[config.mk]
export PLATFORM = sky130hd
export DESIGN_NAME = plab2_proc_rf_wb_arbiter_flat
export DESIGN_NICKNAME = d
export VERILOG_FILES = /design/src/rtl/plab2_proc_rf_wb_arbiter_if.sv /design/src/rtl/plab2_proc_rf_wb_arbiter.sv /design/src/flat_wrapper.sv
export SDC_FILE = /design/constraint.sdc
export NUM_CORES = 1
export LEC_CHECK = 0
export ABC_CLOCK_PERIOD_IN_PS = 2300
export CAP_MARGIN = 25
export CORE_MARGIN = 5
export CORE_UTILIZATION = 25
export DETAILED_ROUTE_END_ITERATION = 8
export SYNTH_ARGS = -nofsm -noshare
export SYNTH_HDL_FRONTEND = slang
export SYNTH_SLANG_ARGS = --single-unit
[constraint.sdc]
create_clock -name clk -period 2.3 [get_ports clk]
set_input_delay 0.345 -clock clk [delete_from_list [all_inputs] [get_ports clk]]
set_output_delay 0.345 -clock clk [all_outputs]
set_load 0.01 [all_outputs]
[src/rtl/plab2_proc_rf_wb_arbiter_if.sv]
// Write-port bus between the W stage / mul-div unit and the regfile write arbiter.
// The master side drives requests and scoreboard allocations; the slave side is the arbiter.
interface plab2_proc_rf_wb_arbiter_if #(
  parameter int unsigned p_data_nbits = 32,
  parameter int unsigned p_addr_nbits = 5,
  parameter int unsigned p_num_regs   = 32
);
  logic                    req0_val;
  logic                    req0_rdy;
  logic [p_addr_nbits-1:0] req0_addr;
  logic [p_data_nbits-1:0] req0_data;
  logic                    req1_val;
  logic                    req1_rdy;
  logic [p_addr_nbits-1:0] req1_addr;
  logic [p_data_nbits-1:0] req1_data;
  logic                    write_en;
  logic [p_addr_nbits-1:0] write_addr;
  logic [p_data_nbits-1:0] write_data;
  logic                    alloc_val;
  logic [p_addr_nbits-1:0] alloc_addr;
  logic [p_num_regs-1:0]   busy;

  modport master (
    output req0_val, req0_addr, req0_data,
    output req1_val, req1_addr, req1_data,
    output alloc_val, alloc_addr,
    input  req0_rdy, req1_rdy,
    input  write_en, write_addr, write_data, busy
  );

  modport slave (
    input  req0_val, req0_addr, req0_data,
    input  req1_val, req1_addr, req1_data,
    input  alloc_val, alloc_addr,
    output req0_rdy, req1_rdy,
    output write_en, write_addr, write_data, busy
  );
endinterface

[src/rtl/plab2_proc_rf_wb_arbiter.sv]
// Round-robin arbiter for the single regfile write port (req0 = W stage, req1 = mul/div).
// Optional pending-write scoreboard enabled by PLAB2_PROC_RF_WB_SCOREBOARD_EN.
module plab2_proc_rf_wb_arbiter #(
  parameter int unsigned p_data_nbits = 32,
  parameter int unsigned p_addr_nbits = 5,
  parameter int unsigned p_num_regs   = 32
) (
  input  logic                       clk,
  input  logic                       reset,
  plab2_proc_rf_wb_arbiter_if.slave  bus
);
  localparam int unsigned DW = p_data_nbits;
  localparam int unsigned AW = p_addr_nbits;
  localparam int unsigned NR = p_num_regs;

  localparam logic [0:0] PRIO_REQ0 = 1'b0;
  localparam logic [0:0] PRIO_REQ1 = 1'b1;

  logic [0:0]    prio_q, prio_d;
  logic          write_en_q, write_en_d;
  logic [AW-1:0] write_addr_q, write_addr_d;
  logic [DW-1:0] write_data_q, write_data_d;
  logic          grant0_c, grant1_c;

  // Grants are held off while reset is asserted so no request slips through.
  always_comb begin
    grant0_c = bus.req0_val & reset & (~bus.req1_val | (prio_q == PRIO_REQ0));
    grant1_c = bus.req1_val & reset & (~bus.req0_val | (prio_q == PRIO_REQ1));
  end

  assign bus.req0_rdy = grant0_c;
  assign bus.req1_rdy = grant1_c;

  always_comb begin
    prio_d       = prio_q;
    write_en_d   = 1'b0;
    write_addr_d = write_addr_q;
    write_data_d = write_data_q;
    if (grant0_c) begin
      prio_d       = PRIO_REQ1;
      write_en_d   = (bus.req0_addr != AW'(0));
      write_addr_d = bus.req0_addr;
      write_data_d = bus.req0_data;
    end else if (grant1_c) begin
      prio_d       = PRIO_REQ0;
      write_en_d   = (bus.req1_addr != AW'(0));
      write_addr_d = bus.req1_addr;
      write_data_d = bus.req1_data;
    end
  end

  always_ff @(posedge clk or negedge reset) begin
    if (!reset) begin
      prio_q       <= PRIO_REQ0;
      write_en_q   <= 1'b0;
      write_addr_q <= AW'(0);
      write_data_q <= DW'(0);
    end else begin
      prio_q       <= prio_d;
      write_en_q   <= write_en_d;
      write_addr_q <= write_addr_d;
      write_data_q <= write_data_d;
    end
  end

  assign bus.write_en   = write_en_q;
  assign bus.write_addr = write_addr_q;
  assign bus.write_data = write_data_q;

`ifdef PLAB2_PROC_RF_WB_SCOREBOARD_EN
  logic [NR-1:0] busy_q, busy_d;

  // Clear on mul/div writeback, then set on allocation so a same-cycle set wins.
  always_comb begin
    busy_d = busy_q;
    if (grant1_c && (bus.req1_addr != AW'(0))) begin
      busy_d[bus.req1_addr] = 1'b0;
    end
    if (bus.alloc_val && (bus.alloc_addr != AW'(0))) begin
      busy_d[bus.alloc_addr] = 1'b1;
    end
  end

  always_ff @(posedge clk or negedge reset) begin
    if (!reset) begin
      busy_q <= NR'(0);
    end else begin
      busy_q <= busy_d;
    end
  end

  assign bus.busy = busy_q;
`else
  logic alloc_unused;

  assign alloc_unused = ^{bus.alloc_val, bus.alloc_addr};
  assign bus.busy     = NR'(0);
`endif
endmodule

[src/flat_wrapper.sv]
// flat-port wrapper written by rule: the top's interface ports become plain ports
module plab2_proc_rf_wb_arbiter_flat 
#(
  parameter int unsigned p_data_nbits = 32,
  parameter int unsigned p_addr_nbits = 5,
  parameter int unsigned p_num_regs   = 32
)
  (clk, reset, bus_req0_val, bus_req0_addr, bus_req0_data, bus_req1_val, bus_req1_addr, bus_req1_data, bus_alloc_val, bus_alloc_addr, bus_req0_rdy, bus_req1_rdy, bus_write_en, bus_write_addr, bus_write_data, bus_busy);
  plab2_proc_rf_wb_arbiter_if #(.p_data_nbits(p_data_nbits), .p_addr_nbits(p_addr_nbits), .p_num_regs(p_num_regs)) bus_i ();
  input  logic clk;
  input  logic reset;
  input wire logic [$bits(bus_i.req0_val)-1:0] bus_req0_val;
  input wire logic [$bits(bus_i.req0_addr)-1:0] bus_req0_addr;
  input wire logic [$bits(bus_i.req0_data)-1:0] bus_req0_data;
  input wire logic [$bits(bus_i.req1_val)-1:0] bus_req1_val;
  input wire logic [$bits(bus_i.req1_addr)-1:0] bus_req1_addr;
  input wire logic [$bits(bus_i.req1_data)-1:0] bus_req1_data;
  input wire logic [$bits(bus_i.alloc_val)-1:0] bus_alloc_val;
  input wire logic [$bits(bus_i.alloc_addr)-1:0] bus_alloc_addr;
  output wire logic [$bits(bus_i.req0_rdy)-1:0] bus_req0_rdy;
  output wire logic [$bits(bus_i.req1_rdy)-1:0] bus_req1_rdy;
  output wire logic [$bits(bus_i.write_en)-1:0] bus_write_en;
  output wire logic [$bits(bus_i.write_addr)-1:0] bus_write_addr;
  output wire logic [$bits(bus_i.write_data)-1:0] bus_write_data;
  output wire logic [$bits(bus_i.busy)-1:0] bus_busy;
  assign bus_i.req0_val = bus_req0_val;
  assign bus_i.req0_addr = bus_req0_addr;
  assign bus_i.req0_data = bus_req0_data;
  assign bus_i.req1_val = bus_req1_val;
  assign bus_i.req1_addr = bus_req1_addr;
  assign bus_i.req1_data = bus_req1_data;
  assign bus_i.alloc_val = bus_alloc_val;
  assign bus_i.alloc_addr = bus_alloc_addr;
  assign bus_req0_rdy = bus_i.req0_rdy;
  assign bus_req1_rdy = bus_i.req1_rdy;
  assign bus_write_en = bus_i.write_en;
  assign bus_write_addr = bus_i.write_addr;
  assign bus_write_data = bus_i.write_data;
  assign bus_busy = bus_i.busy;
  plab2_proc_rf_wb_arbiter #(.p_data_nbits(p_data_nbits), .p_addr_nbits(p_addr_nbits), .p_num_regs(p_num_regs)) u_core (.clk(clk), .reset(reset), .bus(bus_i));
endmodule
==> flow_metrics.env, run 1 <==
export IMPL_status="finished, final reports clean"
export IMPL_cts_hold_buf=0
export IMPL_port_buffer_count=117
export IMPL_io_pins=156
export IMPL_antenna_found_initial=0
export IMPL_synth_seq_cells=39
export IMPL_synth_ff_type="dfrtp_1"
export IMPL_rsz0062_at_grt="no"
export IMPL_first_pass_iters=4
export IMPL_place_gp_congestion=0.760
export IMPL_finalHoldViolations=0
export IMPL_fmax_ghz=0.451
export IMPL_die_area_mm2=0.0110
export IMPL_worstSetupPathType="in -> out"
export IMPL_areaGrowthSynthToFinish_pct=51.3
export IMPL_cts_sinks=39
export IMPL_drtAntennaViolNets=0
export IMPL_drive_above_1_share=0.0512
export IMPL_setup_violations_final=0
export IMPL_cp_max_fo=4
export IMPL_grt_pass1_wl_mm=11.5
export IMPL_leakagePower_nw=1.33
export IMPL_antennaDiodeCount=0
export IMPL_synth_compound_area_frac=0.197
export IMPL_initial_core_util=0.257
export IMPL_synth_cell_type_count=21
export IMPL_synth_edf_count=0
export IMPL_synth_adder_area_share=0
export IMPL_synth_simple_gate_area_frac=0.171
export IMPL_hpwl_mm=5.07
export IMPL_netlist_area_mm2=0.00225
export IMPL_muxShareOfSynthArea=0
export IMPL_avgSynthCellArea_um2=8.62
export IMPL_ys_async_sr_fraction=1.00
export IMPL_ir_drop_mv=0.202
export IMPL_row_count=34
export IMPL_wl_per_cell_um=14.7
export IMPL_synthXorXnorAreaFrac=0
export IMPL_fin_nets=454
export IMPL_slew_viol_final=0
export IMPL_hold_class="in -> async"
export IMPL_crit_required_ps=1960
export IMPL_yosys_area_top_type="dfrtp_1"
export IMPL_powerDensity_mw_per_mm2=578
export IMPL_drcViolationCount=0
export IMPL_routed_wl_mm=7.02
export IMPL_end_kind="output pin"
export IMPL_startpoint_type="input port"
export IMPL_yosysWarnings=0
export IMPL_die_x_um=105
export IMPL_viasPerCell=4.65
export IMPL_num_vias=2225
export IMPL_clock_skew_final_ps=4.02
export IMPL_cts_tree="yes"
export IMPL_core_mm2=0.00876
export IMPL_pre_cts_ws_ps=112
export IMPL_grt_pass1_vias=2354
export IMPL_min_period_ps=2220
export IMPL_cts_repair_resized=0
export IMPL_min_period_over_period=0.963
export IMPL_drv_cap=0
export IMPL_crit_arrival_ps=1870
export IMPL_track_usage=0.125
export IMPL_synth_top_family_by_area="compound AO/OA/AOI/OAI gates"
export IMPL_grt_start_max_net_pins=57
export IMPL_setup_tns_ps=0
export IMPL_synth_top_area_share=0.434
export IMPL_cts_root_buf="clkbuf_8"
export IMPL_setup_ws_ps=84.9
export IMPL_clk_latency_ps=280
export IMPL_cts_buffer_depth=2
export IMPL_synthTopCellsByArea="dfrtp_1 (43%), buf_4 (12%), a31oi_1 (10%), nand3_1 (8.2%), nor2_1 (6.7%)"
export IMPL_ys_seq_area_frac=0.434
export IMPL_syn_inst=261
export IMPL_drtIter0Drc=69
export IMPL_cts_setup_buffers=0
export IMPL_hold_ws_ps=20.4
export IMPL_h_tree_depth=2
export IMPL_cts_inserted_buffers=5
export IMPL_grt_ovfl_total=0
export IMPL_clkTransAtPathRegs_ps=70
export IMPL_die_y_um=105
## cells in the final DEF (no fill, tap or decap)
master	Yosys	final
a22o_1	1	1
inv_1	1	1
nor2_1	40	40
clkdlybuf4s50_1	0	116
nand2_2	1	1
clkbuf_8	0	5
clkinv_2	0	1
buf_4	37	7
o21ai_0	18	18
nand3_1	37	37
o21ai_1	20	20
buf_12	3	2
and2_1	1	1
a31oi_1	37	37
a21oi_1	1	1
nand2_1	5	5
dfrtp_1	39	39
buf_2	8	1
and2_4	1	1
conb_1	1	32
clkbuf_1	0	2
nor3_1	2	2
o21a_2	0	1
## worst max-delay path, cell delays in order
cell and delay, ps:
clkdlybuf4s50_1 550, nand2_1 100, a21oi_1 270, clkdlybuf4s50_1 610
## flip-flops by register name (all words and copies together) (netlist names)
name / count
u_core.bus.write_addr: 5
u_core.bus.write_en: 1
u_core.prio_q: 1
u_core.bus.write_data: 32
## Yosys cell counts (2+ instances only)
master and n:
a31oi_1 37, buf_4 37, buf_6 4, o21ai_0 18, o21ai_1 20, nand3_1 37, buf_12 3, clkbuf_2 3
dfrtp_1 39, nor3_1 2, nor2_1 40, nand2_1 5, buf_2 8
## report_power, final
part | internal, mW | switching [mW] | leakage [nW]
Sequential | 0.782 | 0.0523 | 0.439
Clock | 0.213 | 0.234 | 0.0422
Combinational | 0.374 | 0.314 | 0.851
Total | 1.37 | 0.600 | 1.33
## through the flow
stage	instance area, um2	utilization	power [mW]	std cells
floorplan	2370	-	1.20	292
global placement	3320	0.379	1.54	471
detailed placement	3320	0.379	1.55	471
CTS	3400	0.388	2.01	479
global route	3400	0.388	2.10	479
finish	3400	0.388	1.97	479
## routing by layer
metal  part of all wire  vias to the layer above  GRT usage
li1                   -                     1070          -
met1               0.42                     1046      0.155
met2               0.48                      103      0.212
met3              0.090                        6     0.0358
met4              0.011                        0     0.0365
met5                  0                        -          0
## logic make-up (layout without fill, tap and decap cells)
group	Yosys count	count (layout)
other	1	32
AND/OR/NAND/NOR	87	87
flip-flops	39	39
AO/OA/AOI/OAI	78	78
buffers and inverters	56	135
## worst paths after layout
check                                    startpoint                        end  slack, ps  cells past startpoint
min in group clk                              reset              u_core.prio_q        420                      4
hold reg to reg            u_core.bus.write_data[7]   u_core.bus.write_data[7]        550                      2
max in group asynchronous                     reset   u_core.bus.write_data[5]       1900                      2
hold / removal                                reset              u_core.prio_q         20                      2
setup / recovery                       bus_req1_val               bus_req1_rdy         80                      4
setup reg to reg                      u_core.prio_q  u_core.bus.write_data[25]        930                      4
## cell type report
type                       instances  area (um2)
multi-input combinational        197         950
fill                             920        5360
clock buffer                       7        76.3
inverter                           1        3.75
clock inverter                     1        5.00
sequential                        39         976
tap                              108         135
timing repair buffer             126        1260
No activity file was read; power rests on OpenSTA's default activity.
==> run 2, diff against run 1 <==
--- a/config.mk
+++ b/config.mk
@@ -5,7 +5,6 @@
 export SDC_FILE = /design/constraint.sdc
 export NUM_CORES = 1
 export LEC_CHECK = 0
-export ABC_CLOCK_PERIOD_IN_PS = 2300
 export CAP_MARGIN = 25
 export CORE_MARGIN = 5
 export CORE_UTILIZATION = 25
==> results of run 2 <==
Same layout as run 1: the final DEF is identical, and so are final timing and power.
==> run 3, diff against run 2 <==
--- a/config.mk
+++ b/config.mk
@@ -9,6 +9,7 @@
 export CORE_MARGIN = 5
 export CORE_UTILIZATION = 25
 export DETAILED_ROUTE_END_ITERATION = 8
+export SKIP_LAST_GASP = 1
 export SYNTH_ARGS = -nofsm -noshare
 export SYNTH_HDL_FRONTEND = slang
 export SYNTH_SLANG_ARGS = --single-unit
==> results of run 3 <==
Same layout as run 1: the final DEF is identical, and so are final timing and power.
